--- src/rtl/video_out_load_pkg.sv ---
// Shared types and constants for the video-output frame loader.
package video_out_pkg;

    // Frame fetch sequencer states.
    typedef enum logic [2:0] {
        WAIT_ADDR,
        WAIT_ROOM,
        REQ,
        WAIT_ACK,
        FRAME_DONE
    } state_t;

    // Bytes carried by one bus word (four 8-bit pixels).
    localparam int WORD_BYTES = 4;

    // Number of cycles the frame-done interrupt stays high.
    localparam int INT_CYCLES = 4;

    // Bytes in one frame at 8 bits per pixel.
    function automatic int frame_bytes(input int width, input int height);
        return width * height;
    endfunction

endpackage

--- src/rtl/video_out_load.sv ---
// Wishbone read master that streams one frame from RAM into the pixel FIFO.
// Each word read is one 32-bit FIFO entry; bursts start only when the FIFO
// reports room for a whole burst.
//
// Handshake: a bus beat opens with CYC=STB=1 and holds address and controls
// until ACK or ERR is sampled high at a rising edge; that edge drops STB and
// produces exactly one fifo_write cycle. ERR wins over ACK and writes a zero
// word. There is no FIFO back-pressure beyond fifo_room, checked per burst.
module video_out_load
    import video_out_pkg::*;
#(
    parameter int p_WIDTH     = 640,
    parameter int p_HEIGHT    = 480,
    parameter int BURST_WORDS = 16
) (
    input  logic        clk,
    input  logic        nRST,
    input  logic [31:0] wb_reg_ctr,
    input  logic [31:0] wb_reg_data,
    input  logic        fifo_room,
    output logic [31:0] fifo_wdata,
    output logic        fifo_write,
    output logic        new_addr,
    output logic        interrupt,
    output logic        err_flag,
    output logic        p_wb_CYC_O,
    output logic        p_wb_STB_O,
    output logic        p_wb_LOCK_O,
    output logic        p_wb_WE_O,
    output logic [3:0]  p_wb_SEL_O,
    output logic [31:0] p_wb_ADR_O,
    input  logic [31:0] p_wb_DAT_I,
    input  logic        p_wb_ACK_I,
    input  logic        p_wb_ERR_I
);

    localparam int              CNT_W      = $clog2(BURST_WORDS + 1);
    localparam logic [19:0]     FRAME_OFF  = 20'(frame_bytes(p_WIDTH, p_HEIGHT));
    localparam logic [19:0]     WORD_STEP  = 20'(WORD_BYTES);
    localparam logic [CNT_W-1:0] BURST_LOAD = CNT_W'(BURST_WORDS);
    localparam logic [CNT_W-1:0] ONE_BEAT   = CNT_W'(1);
    localparam logic [1:0]      INT_LAST   = 2'(INT_CYCLES - 1);

    state_t           state;
    logic             old_ctr0;
    logic [31:0]      base;
    logic [19:0]      offset;
    logic [CNT_W-1:0] burst_cnt;
    logic [1:0]       int_cnt;

    logic [19:0]      next_offset;
    logic [19:0]      rem_bytes;
    logic [17:0]      words_left;
    logic [CNT_W-1:0] burst_load;
    logic             unused_bits;

    // Control bits above bit 0 and the byte lane of the base are not used.
    assign unused_bits = ^{wb_reg_ctr[31:1], wb_reg_data[1:0]};

    assign new_addr   = wb_reg_ctr[0] & ~old_ctr0;
    assign p_wb_WE_O  = 1'b0;
    assign p_wb_SEL_O = 4'hf;

    // Burst length for the next request: a full burst, or what is left of the frame.
    always_comb begin
        next_offset = offset + WORD_STEP;
        rem_bytes   = FRAME_OFF - offset;
        words_left  = rem_bytes[19:2];
        burst_load  = BURST_LOAD;
        if (words_left < 18'(BURST_WORDS)) begin
            burst_load = words_left[CNT_W-1:0];
        end
    end

    // Previous value of the start bit, for rising-edge detection.
    always_ff @(posedge clk or negedge nRST) begin
        if (!nRST) begin
            old_ctr0 <= 1'b0;
        end else begin
            old_ctr0 <= wb_reg_ctr[0];
        end
    end

    // Frame fetch sequencer with registered bus, FIFO and interrupt outputs.
    always_ff @(posedge clk or negedge nRST) begin
        if (!nRST) begin
            state       <= WAIT_ADDR;
            base        <= '0;
            offset      <= '0;
            burst_cnt   <= '0;
            int_cnt     <= '0;
            p_wb_CYC_O  <= 1'b0;
            p_wb_STB_O  <= 1'b0;
            p_wb_LOCK_O <= 1'b0;
            p_wb_ADR_O  <= '0;
            fifo_wdata  <= '0;
            fifo_write  <= 1'b0;
            interrupt   <= 1'b0;
            err_flag    <= 1'b0;
        end else begin
            fifo_write <= 1'b0;
            case (state)
                WAIT_ADDR: begin
                    if (new_addr) begin
                        base     <= {wb_reg_data[31:2], 2'b00};
                        offset   <= '0;
                        err_flag <= 1'b0;
                        state    <= WAIT_ROOM;
                    end
                end
                WAIT_ROOM: begin
                    if (fifo_room) begin
                        burst_cnt <= burst_load;
                        state     <= REQ;
                    end
                end
                REQ: begin
                    p_wb_ADR_O  <= base + {12'h000, offset};
                    p_wb_CYC_O  <= 1'b1;
                    p_wb_STB_O  <= 1'b1;
                    p_wb_LOCK_O <= 1'b1;
                    state       <= WAIT_ACK;
                end
                WAIT_ACK: begin
                    if (p_wb_ACK_I || p_wb_ERR_I) begin
                        p_wb_STB_O <= 1'b0;
                        fifo_write <= 1'b1;
                        fifo_wdata <= p_wb_ERR_I ? 32'h0 : p_wb_DAT_I;
                        if (p_wb_ERR_I) begin
                            err_flag <= 1'b1;
                        end
                        offset    <= next_offset;
                        burst_cnt <= burst_cnt - ONE_BEAT;
                        if (next_offset == FRAME_OFF) begin
                            p_wb_CYC_O  <= 1'b0;
                            p_wb_LOCK_O <= 1'b0;
                            interrupt   <= 1'b1;
                            int_cnt     <= '0;
                            state       <= FRAME_DONE;
                        end else if (burst_cnt == ONE_BEAT) begin
                            p_wb_CYC_O  <= 1'b0;
                            p_wb_LOCK_O <= 1'b0;
                            state       <= WAIT_ROOM;
                        end else begin
                            state <= REQ;
                        end
                    end
                end
                FRAME_DONE: begin
                    if (int_cnt == INT_LAST) begin
                        interrupt <= 1'b0;
                        offset    <= '0;
                        state     <= WAIT_ADDR;
                    end else begin
                        int_cnt <= int_cnt + 2'd1;
                    end
                end
                default: state <= WAIT_ADDR;
            endcase
        end
    end

endmodule

--- config.mk ---
export PLATFORM = sky130hd
export DESIGN_NAME = video_out_load
export DESIGN_NICKNAME = d
export VERILOG_FILES = /design/src/rtl/video_out_load_pkg.sv /design/src/rtl/video_out_load.sv
export SDC_FILE = /design/constraint.sdc
export NUM_CORES = 1
export LEC_CHECK = 0
export CAP_MARGIN = 20
export CELL_PAD_IN_SITES_DETAIL_PLACEMENT = 0
export CELL_PAD_IN_SITES_GLOBAL_PLACEMENT = 1
export CORE_MARGIN = 3
export CORE_UTILIZATION = 40
export CTS_CLUSTER_DIAMETER = 30
export DETAILED_ROUTE_END_ITERATION = 10
export PLACE_DENSITY = 0.95
export SYNTH_ARGS = -nofsm -noshare
export SYNTH_HDL_FRONTEND = slang
export SYNTH_SLANG_ARGS = --single-unit
--- constraint.sdc ---
create_clock -name clk -period 5.3 [get_ports clk]
set_input_delay 1.59 -clock clk [delete_from_list [all_inputs] [get_ports clk]]
set_output_delay 1.59 -clock clk [all_outputs]
set_load 0.02 [all_outputs]
Word-level counts from Yosys, hierarchy flattened --
Index checks and enable logic that the tools add are counted.
Storage, ports and cells: output and inout port bits 76, bits in registers 130, input bits 101, logic and storage cells 89
Cells by class: add/sub/neg operators 5, eq/ne operators 15, bitwise gates (word level) 2, $lt $le $gt $ge 1, multiplexer cells 36, reductions and logical operators 17
Operators by type and width (number):
- $mux 20 | 3
- $pmux 20 s3 | 1
- $add 32x20->32 | 1
- $mux 32 | 1
- $add 20x3->20 const B | 1
- $eq 20x19->1 const B | 1
- $reduce_and 4->1 | 5
- $sub 19x20->20 const A | 1
- $lt 18x5->1 const B | 1
- $mux 3 | 5
- $mux 5 | 3
- $pmux 3 s5 | 1
- $ne 2x2->1 const B | 7
- $mux 1 | 12
- $pmux 5 s2 | 1
- $mux 2 | 4
- $pmux 1 s2 | 4
- $reduce_bool 2->1 | 4
- $eq 3x2->1 const B | 2
- $reduce_and 2->1 | 3
- $reduce_and 3->1 | 2
- $eq 5x1->1 const B | 1
- $sub 5x1->5 const B | 1
- $pmux 2 s2 | 1
- other kinds (10) | 10

Longest topological paths before layout --
Gate-level depths: netlist (run 1).
depth after elaboration 5, mapped depth 10, gate-level depth less buffers 10

Worst setup path after synthesis (run 1) --
Ideal clock, no wire load.
path kind input to output, start input port wb_reg_ctr[0], end output port new_addr, cell stages on the path 1, buffers on the path 0, required time 3710 ps, path slack 1728 ps, data arrival time 1982 ps, cells stage by stage nor2b_1
On the way: cells in the longest elaborated chain, start to end 1
RTL lines:
- from (decl) | RTL line video_out_load.sv:18 | input logic [31:0] wb_reg_ctr,
- $and 1x1->1 | RTL line video_out_load.sv:60 | assign new_addr = wb_reg_ctr[0] & ~old_ctr0;
- to (decl) | RTL line video_out_load.sv:23 | output logic new_addr,
Every way passes these cells.

Worst setup path in the final report (run 1) --
Same ends and word-level chain as after synthesis.

==> results of run 1 <==
-- layout make-up --
type,count,area [um2],area share
tap,220,275,0.0301
clock inverter,14,168,0.0184
timing repair buffer,141,1400,0.153
clock buffer,18,439,0.0481
multi-input combinational,585,3630,0.397
sequential,126,3150,0.345
inverter,20,75.1,0.00822
-- layer usage --
| metal | track usage | share of wire |
|---|---|---|
| met3 | 0.0555 | 0.065 |
| met4 | 0.0469 | 0.011 |
| met2 | 0.297 | 0.47 |
| met1 | 0.240 | 0.45 |
| met5 | 0 | 0 |
-- kinds of logic (layout without fill, tap and decap cells) --
| family | count (synthesis) | in the layout | share of synthesized area |
|---|---|---|---|
| and+or+nand+nor | 271 | 271 | 0.186 |
| AOI/OAI and AO/OA | 215 | 215 | 0.184 |
| DFF | 126 | 126 | 0.447 |
| buffers and inverters | 72 | 193 | 0.0428 |
| xor gates and xnor gates | 36 | 36 | 0.0447 |
| muxes | 31 | 31 | 0.0490 |
| adders and majority gates | 25 | 25 | 0.0454 |
| other | 2 | 7 | 0.00106 |
-- worst max-delay path by stage --
stage / from / end / slack (ns)
after CTS: wb_reg_ctr[0] / new_addr / 0.73
after detailed placement: wb_reg_ctr[0] / new_addr / 0.74
after global placement: wb_reg_ctr[0] / new_addr / 0.73
after global routing: wb_reg_ctr[0] / new_addr / 0.65
after floorplan: wb_reg_ctr[0] / new_addr / 1.73
final: wb_reg_ctr[0] / new_addr / 0.73
-- cells in the mapped netlist (5+ instances only) --
| cell type | count |
|---|---|
| dfrtp_1 | 126 |
| nand2_1 | 116 |
| o21ai_0 | 103 |
| clkbuf_1 | 40 |
| nand2b_1 | 37 |
| a21oi_1 | 36 |
| nor2_1 | 31 |
| mux2_2 | 28 |
| ha_1 | 24 |
| nand3_1 | 24 |
| xnor2_1 | 23 |
| inv_1 | 20 |
| xor2_1 | 13 |
| a31oi_1 | 12 |
| nor3_1 | 11 |
| o31ai_1 | 10 |
| nor4_1 | 9 |
| buf_4 | 8 |
| a21o_1 | 7 |
| nand4_1 | 7 |
| o41ai_1 | 7 |
| and2_1 | 6 |
| and3_1 | 6 |
| a211oi_1 | 5 |
| nor2b_1 | 5 |
| or2_2 | 5 |
-- registers in the layout (all words and copies together), names as in the netlist, 2 cells and up --
name and cells:
base 30, burst_cnt 5, fifo_wdata 32, int_cnt 2, offset 18, p_wb_ADR_O 30
state 3
-- worst max-delay path: stages --
cell and delay [ns]:
clkdlybuf4s50_1 0.47, nor2b_1 0.26, clkdlybuf4s50_1 0.67
-- placed cells by master (no fill, tap or decap), types with 3 or more instances in the layout --
master | synthesis | layout
nor2_1 | 31 | 30
buf_4 | 8 | 6
o21ai_0 | 103 | 103
dfrtp_1 | 126 | 126
nand2b_1 | 37 | 36
bufinv_16 | 0 | 3
a22o_1 | 3 | 3
a21oi_1 | 36 | 36
clkdlybuf4s50_1 | 0 | 135
xor2_1 | 13 | 13
and3_1 | 6 | 6
and2_1 | 6 | 6
o41ai_1 | 7 | 7
clkinv_4 | 0 | 3
nand3_1 | 24 | 24
or4_1 | 4 | 4
a211oi_1 | 5 | 5
ha_1 | 24 | 24
clkbuf_16 | 0 | 17
or2_2 | 5 | 5
nand2_1 | 116 | 115
mux2i_1 | 3 | 3
conb_1 | 2 | 7
a21o_1 | 7 | 7
nor4_1 | 9 | 9
xnor2_1 | 23 | 23
o31ai_1 | 10 | 10
a31oi_1 | 12 | 12
clkinv_2 | 0 | 4
mux2_2 | 28 | 28
nor3_1 | 11 | 11
o211ai_1 | 4 | 4
clkinvlp_4 | 0 | 3
nor2b_1 | 5 | 5
inv_1 | 20 | 20
o21bai_1 | 4 | 4
nand4_1 | 7 | 7
-- per-stage QoR --
stage               setup slack [ns]  std cells  hold WS [ns]  utilization  total power [W]
floorplan                       1.73        783         0.476            -          0.00277
global placement               0.730       1092         0.460        0.504          0.00348
detailed placement             0.745       1092         0.469        0.504          0.00353
CTS                            0.732       1124         0.481        0.539          0.00475
global route                   0.652       1124         0.497        0.539          0.00503
finish                         0.725       1124         0.472        0.539          0.00470
-- power breakdown --
group	switching, W	internal (W)	leakage, nW	total, W
Combinational	0.00105	0.000863	1.96	0.00192
Sequential	0.000274	0.00132	1.59	0.00159
Clock	0.000440	0.000750	0.292	0.00119
Total	0.00177	0.00293	3.84	0.00470
==> flow_summary.toml, run 1 <==
[outcome]
outcome = "finished clean"

[cells_and_area]
fillers = 1506
final_cell_area_um2 = 9140
drive_gt1_frac = 0.0852
final_nets = 1017
area_growth_pct = 29.5
antenna_cells = 0

[sta]
period_share = 0.863
period_minus_slack_ns = 4.57
setup_viol = 0
finClkSkew_ns = 0.00754
fmax_ghz = 0.219
setup_tns_ns = 0
slew_viol_final = 0
worst_pin_slew_ns = 1.02
relSlewSlack = 0.314
hold_violations = 0
rsz0062_at_grt = "false"

[grt]
grt_antenna_before_repair = 0
grt_max_degree = 88
track_usage = 0.183
gr-total-overflow = 0
grt_pass1_wl_um = 29200
grt_pass1_vias = 5757

[critical_path]
ff2ff_setup_slack_ns = 1.78
arrival_ns = 2.98
rr_endpoint = "burst_cnt[1]"
start_kind = "input port"
reg2regPathDepth = 7
worstSetupEndpointType = "primary output"
path_max_fanout = 3
crit_type = "in2out"
cp.required_ns = 3.71
r2r-start = "offset[4]"

[route]
finalWirelength_um = 17300
drc = 0
dr.pass1.iters = 5
vias_per_cell = 5.30
drt-wirelength-per-cell_um = 15.4
ant_nets = 0
num_vias = 5960
drt-initial-drc-count = 285

[clocking]
clkSinkCount = 126
numCtsBuffers = 17
post-cts-setup-buffers = 0
postCtsHoldBufs = 0
cts_tree = "built"
cts_root_buf = "clkbuf_16"
clkSlewWorstSetupHoldPaths_ns = 0.05
cts-htree-levels = 4
cts_resized = 0
clk_latency_ns = 0.42
cts_buffer_depth = 2

[placed_design]
io_buffers = 136
dpl_cell_area_um2 = 8530
routabilityCongestion = 0.865
hpwlAfterDp_um = 12200

[floorplanning]
fp-row-count = 47
dieWidth_um = 139
die_h_um = 139
initial_utilization = 0.416
core_area_um2 = 16900
die_area_um2 = 19300
ioPinCount = 177

[worst_hold_path]
worstHoldEndpoint = "fifo_wdata[0]"
worstHoldPathCells = 2
hold_path.startpoint = "fifo_wdata[0]"
hp-class = "reg2reg"

[synth]
synth_edf_count = 0
synth_top_cell_by_area = "dfrtp_1"
netlist_instances = 778
ys_ff_latch = 126
yosys_warnings = 0
ys.flop_type = "dfrtp_1"
synth-seq-area-share = 0.447
async_flop_share = 1.00
synthTopCellsByArea = "dfrtp_1 (45%), o21ai_0 (7.3%), nand2_1 (6.2%), mux2_2 (4.5%), ha_1 (4.3%)"
synth.avg_cell_area_um2 = 9.07
synth_cell_type_count = 63
netlist_area_um2 = 7050
synth.top_cell.area_share = 0.447

[power_and_ir_drop]
powerDensity_nw_per_um2 = 514
power.leakage_nw = 3.84
peakVddDrop_uv = 291

[run]
maxCapViolCount = 0
Power figures use the tool's default switching activity.
==> run 2: changes to the inputs <==
--- a/config.mk
+++ b/config.mk
@@ -12,6 +12,7 @@
 export CORE_UTILIZATION = 40
 export CTS_CLUSTER_DIAMETER = 30
 export DETAILED_ROUTE_END_ITERATION = 10
+export GPL_TIMING_DRIVEN = 0
 export PLACE_DENSITY = 0.95
 export SYNTH_ARGS = -nofsm -noshare
 export SYNTH_HDL_FRONTEND = slang
==> flow_summary.toml, run 2 (synthesis results as in run 1) <==
[clocking]
cts_resized = 0
postCtsHoldBufs = 0
clkSlewWorstSetupHoldPaths_ns = 0.06
cts-htree-levels = 4
clkSinkCount = 126
clk_latency_ns = 0.42
cts_tree = "built"
post-cts-setup-buffers = 0
cts_buffer_depth = 2
numCtsBuffers = 17
cts_root_buf = "clkbuf_16"

[floorplanning]
die_h_um = 139
initial_utilization = 0.416
fp-row-count = 47
dieWidth_um = 139
core_area_um2 = 16900
ioPinCount = 177
die_area_um2 = 19300

[run]
maxCapViolCount = 0

[critical_path]
cp_common_cell = "clkdlybuf4s50_1"
start_kind = "input port"
critPathSlowestCell = "clkdlybuf4s50_1"
cp.required_ns = 3.71
crit_path_max_incr_delay_ns = 0.66
critPathBufInv = 2
path_max_fanout = 3
crit_family = "buffers and inverters"
worstPathCellList = "clkdlybuf4s50_1, nor2b_1, clkdlybuf4s50_1"
arrival_ns = 2.97
crit_type = "in2out"
worstSetupEndpointType = "primary output"

[cells_and_area]
final_nets = 1065
antenna_cells = 0
largest_register = "fifo_wdata"
final_cell_area_um2 = 9330
fin_util = 0.551
top_regs = "fifo_wdata x32, base x30, p_wb_ADR_O x30"
final_common_cell = "clkdlybuf4s50_1"
area_growth_pct = 32.3
final_cell_mix = "clkdlybuf4s50_1 (135), dfrtp_1 (126), nand2_1 (116)"
largest_reg_flops = 32
drive_gt1_frac = 0.0798
fillers = 1522

[sta]
setup_tns_ns = 0
slew_viol_final = 0
relSlewSlack = 0.327
hold_violations = 0
fmax_ghz = 0.219
rsz0062_at_grt = "false"
period_minus_slack_ns = 4.56
period_share = 0.860
worst_pin_slew_ns = 1.00
worst_slack_ns = 0.740
setup_viol = 0
finClkSkew_ns = 0.00960

[route]
vias_per_cell = 5.42
met1_length_um = 8570
met3_length_um = 1400
top_layer = "met4"
drt-wirelength-per-cell_um = 16.5
drc = 0
met2_length_um = 9200
num_vias = 6348
drt-initial-drc-count = 416
dr.pass1.iters = 6
ant_nets = 0
finalWirelength_um = 19300

[placed_design]
io_buffers = 136
dpl_cell_area_um2 = 8740
hpwlAfterDp_um = 14400
routabilityCongestion = 0.924
pre_cts_slack_ns = 0.752

[power_and_ir_drop]
powerDensity_nw_per_um2 = 515
peakVddDrop_uv = 257
finalPower_w = 0.00480
power.leakage_nw = 3.92

[grt]
track_usage = 0.197
grt_pass1_vias = 6217
gr-total-overflow = 0
grt_pass1_wl_um = 31300
grt_antenna_before_repair = 0
grt_max_degree = 76

[worst_hold_path]
hp-class = "reg2reg"

[outcome]
outcome = "finished clean"
## run 2: metrics by stage
stage	hold WS [ns]	instances
6_report	0.475	1172
5_1_grt	0.490	1172
4_1_cts	0.482	1172
3_5_place_dp	0.469	1140
3_3_place_gp	0.460	1139
2_1_floorplan	0.476	783
## run 2: path summary, 6_finish.rpt
kind                       cells after the start           from        endpoint  slack, ns
max in group asynchronous                      2           nRST  fifo_wdata[30]       3.46
setup / recovery                               3  wb_reg_ctr[0]        new_addr       0.74
min in group asynchronous                      1           nRST  p_wb_ADR_O[15]       1.11
setup reg to reg                               8      offset[3]    burst_cnt[1]       1.85
hold / removal                                 2  fifo_wdata[8]   fifo_wdata[8]       0.47
hold reg to reg                                2  fifo_wdata[8]   fifo_wdata[8]       0.47
## run 2: layer usage
| metal | track usage | vias to the layer above |
|---|---|---|
| li1 | - | 3062 |
| met1 | 0.255 | 3024 |
| met2 | 0.332 | 235 |
| met3 | 0.0576 | 27 |
| met4 | 0.0402 | 0 |
| met5 | 0 | - |
## run 2: power breakdown
part           internal, W  switching, W
Combinational     0.000891       0.00115
Clock             0.000749      0.000436
Sequential         0.00132      0.000257
Total              0.00296       0.00184
## run 2: worst register-to-register path: cells and delay by family (launching register included)
family,cells,cell delay [ns]
and+or+nand+nor,3,1.44
AOI/OAI and AO/OA,4,1.28
buffers and inverters,1,0.19
DFF,1,0.47
## run 2: area by class of cell
cell class                 count  area [um2]  share of cell area
multi-input combinational    585        3620               0.388
sequential                   126        3150               0.338
timing repair buffer         137        1390               0.149
clock buffer                  21         450              0.0483
tap                          220         275              0.0295
buffer                        52         226              0.0243
clock inverter                11         140              0.0150
inverter                      20        75.1             0.00805
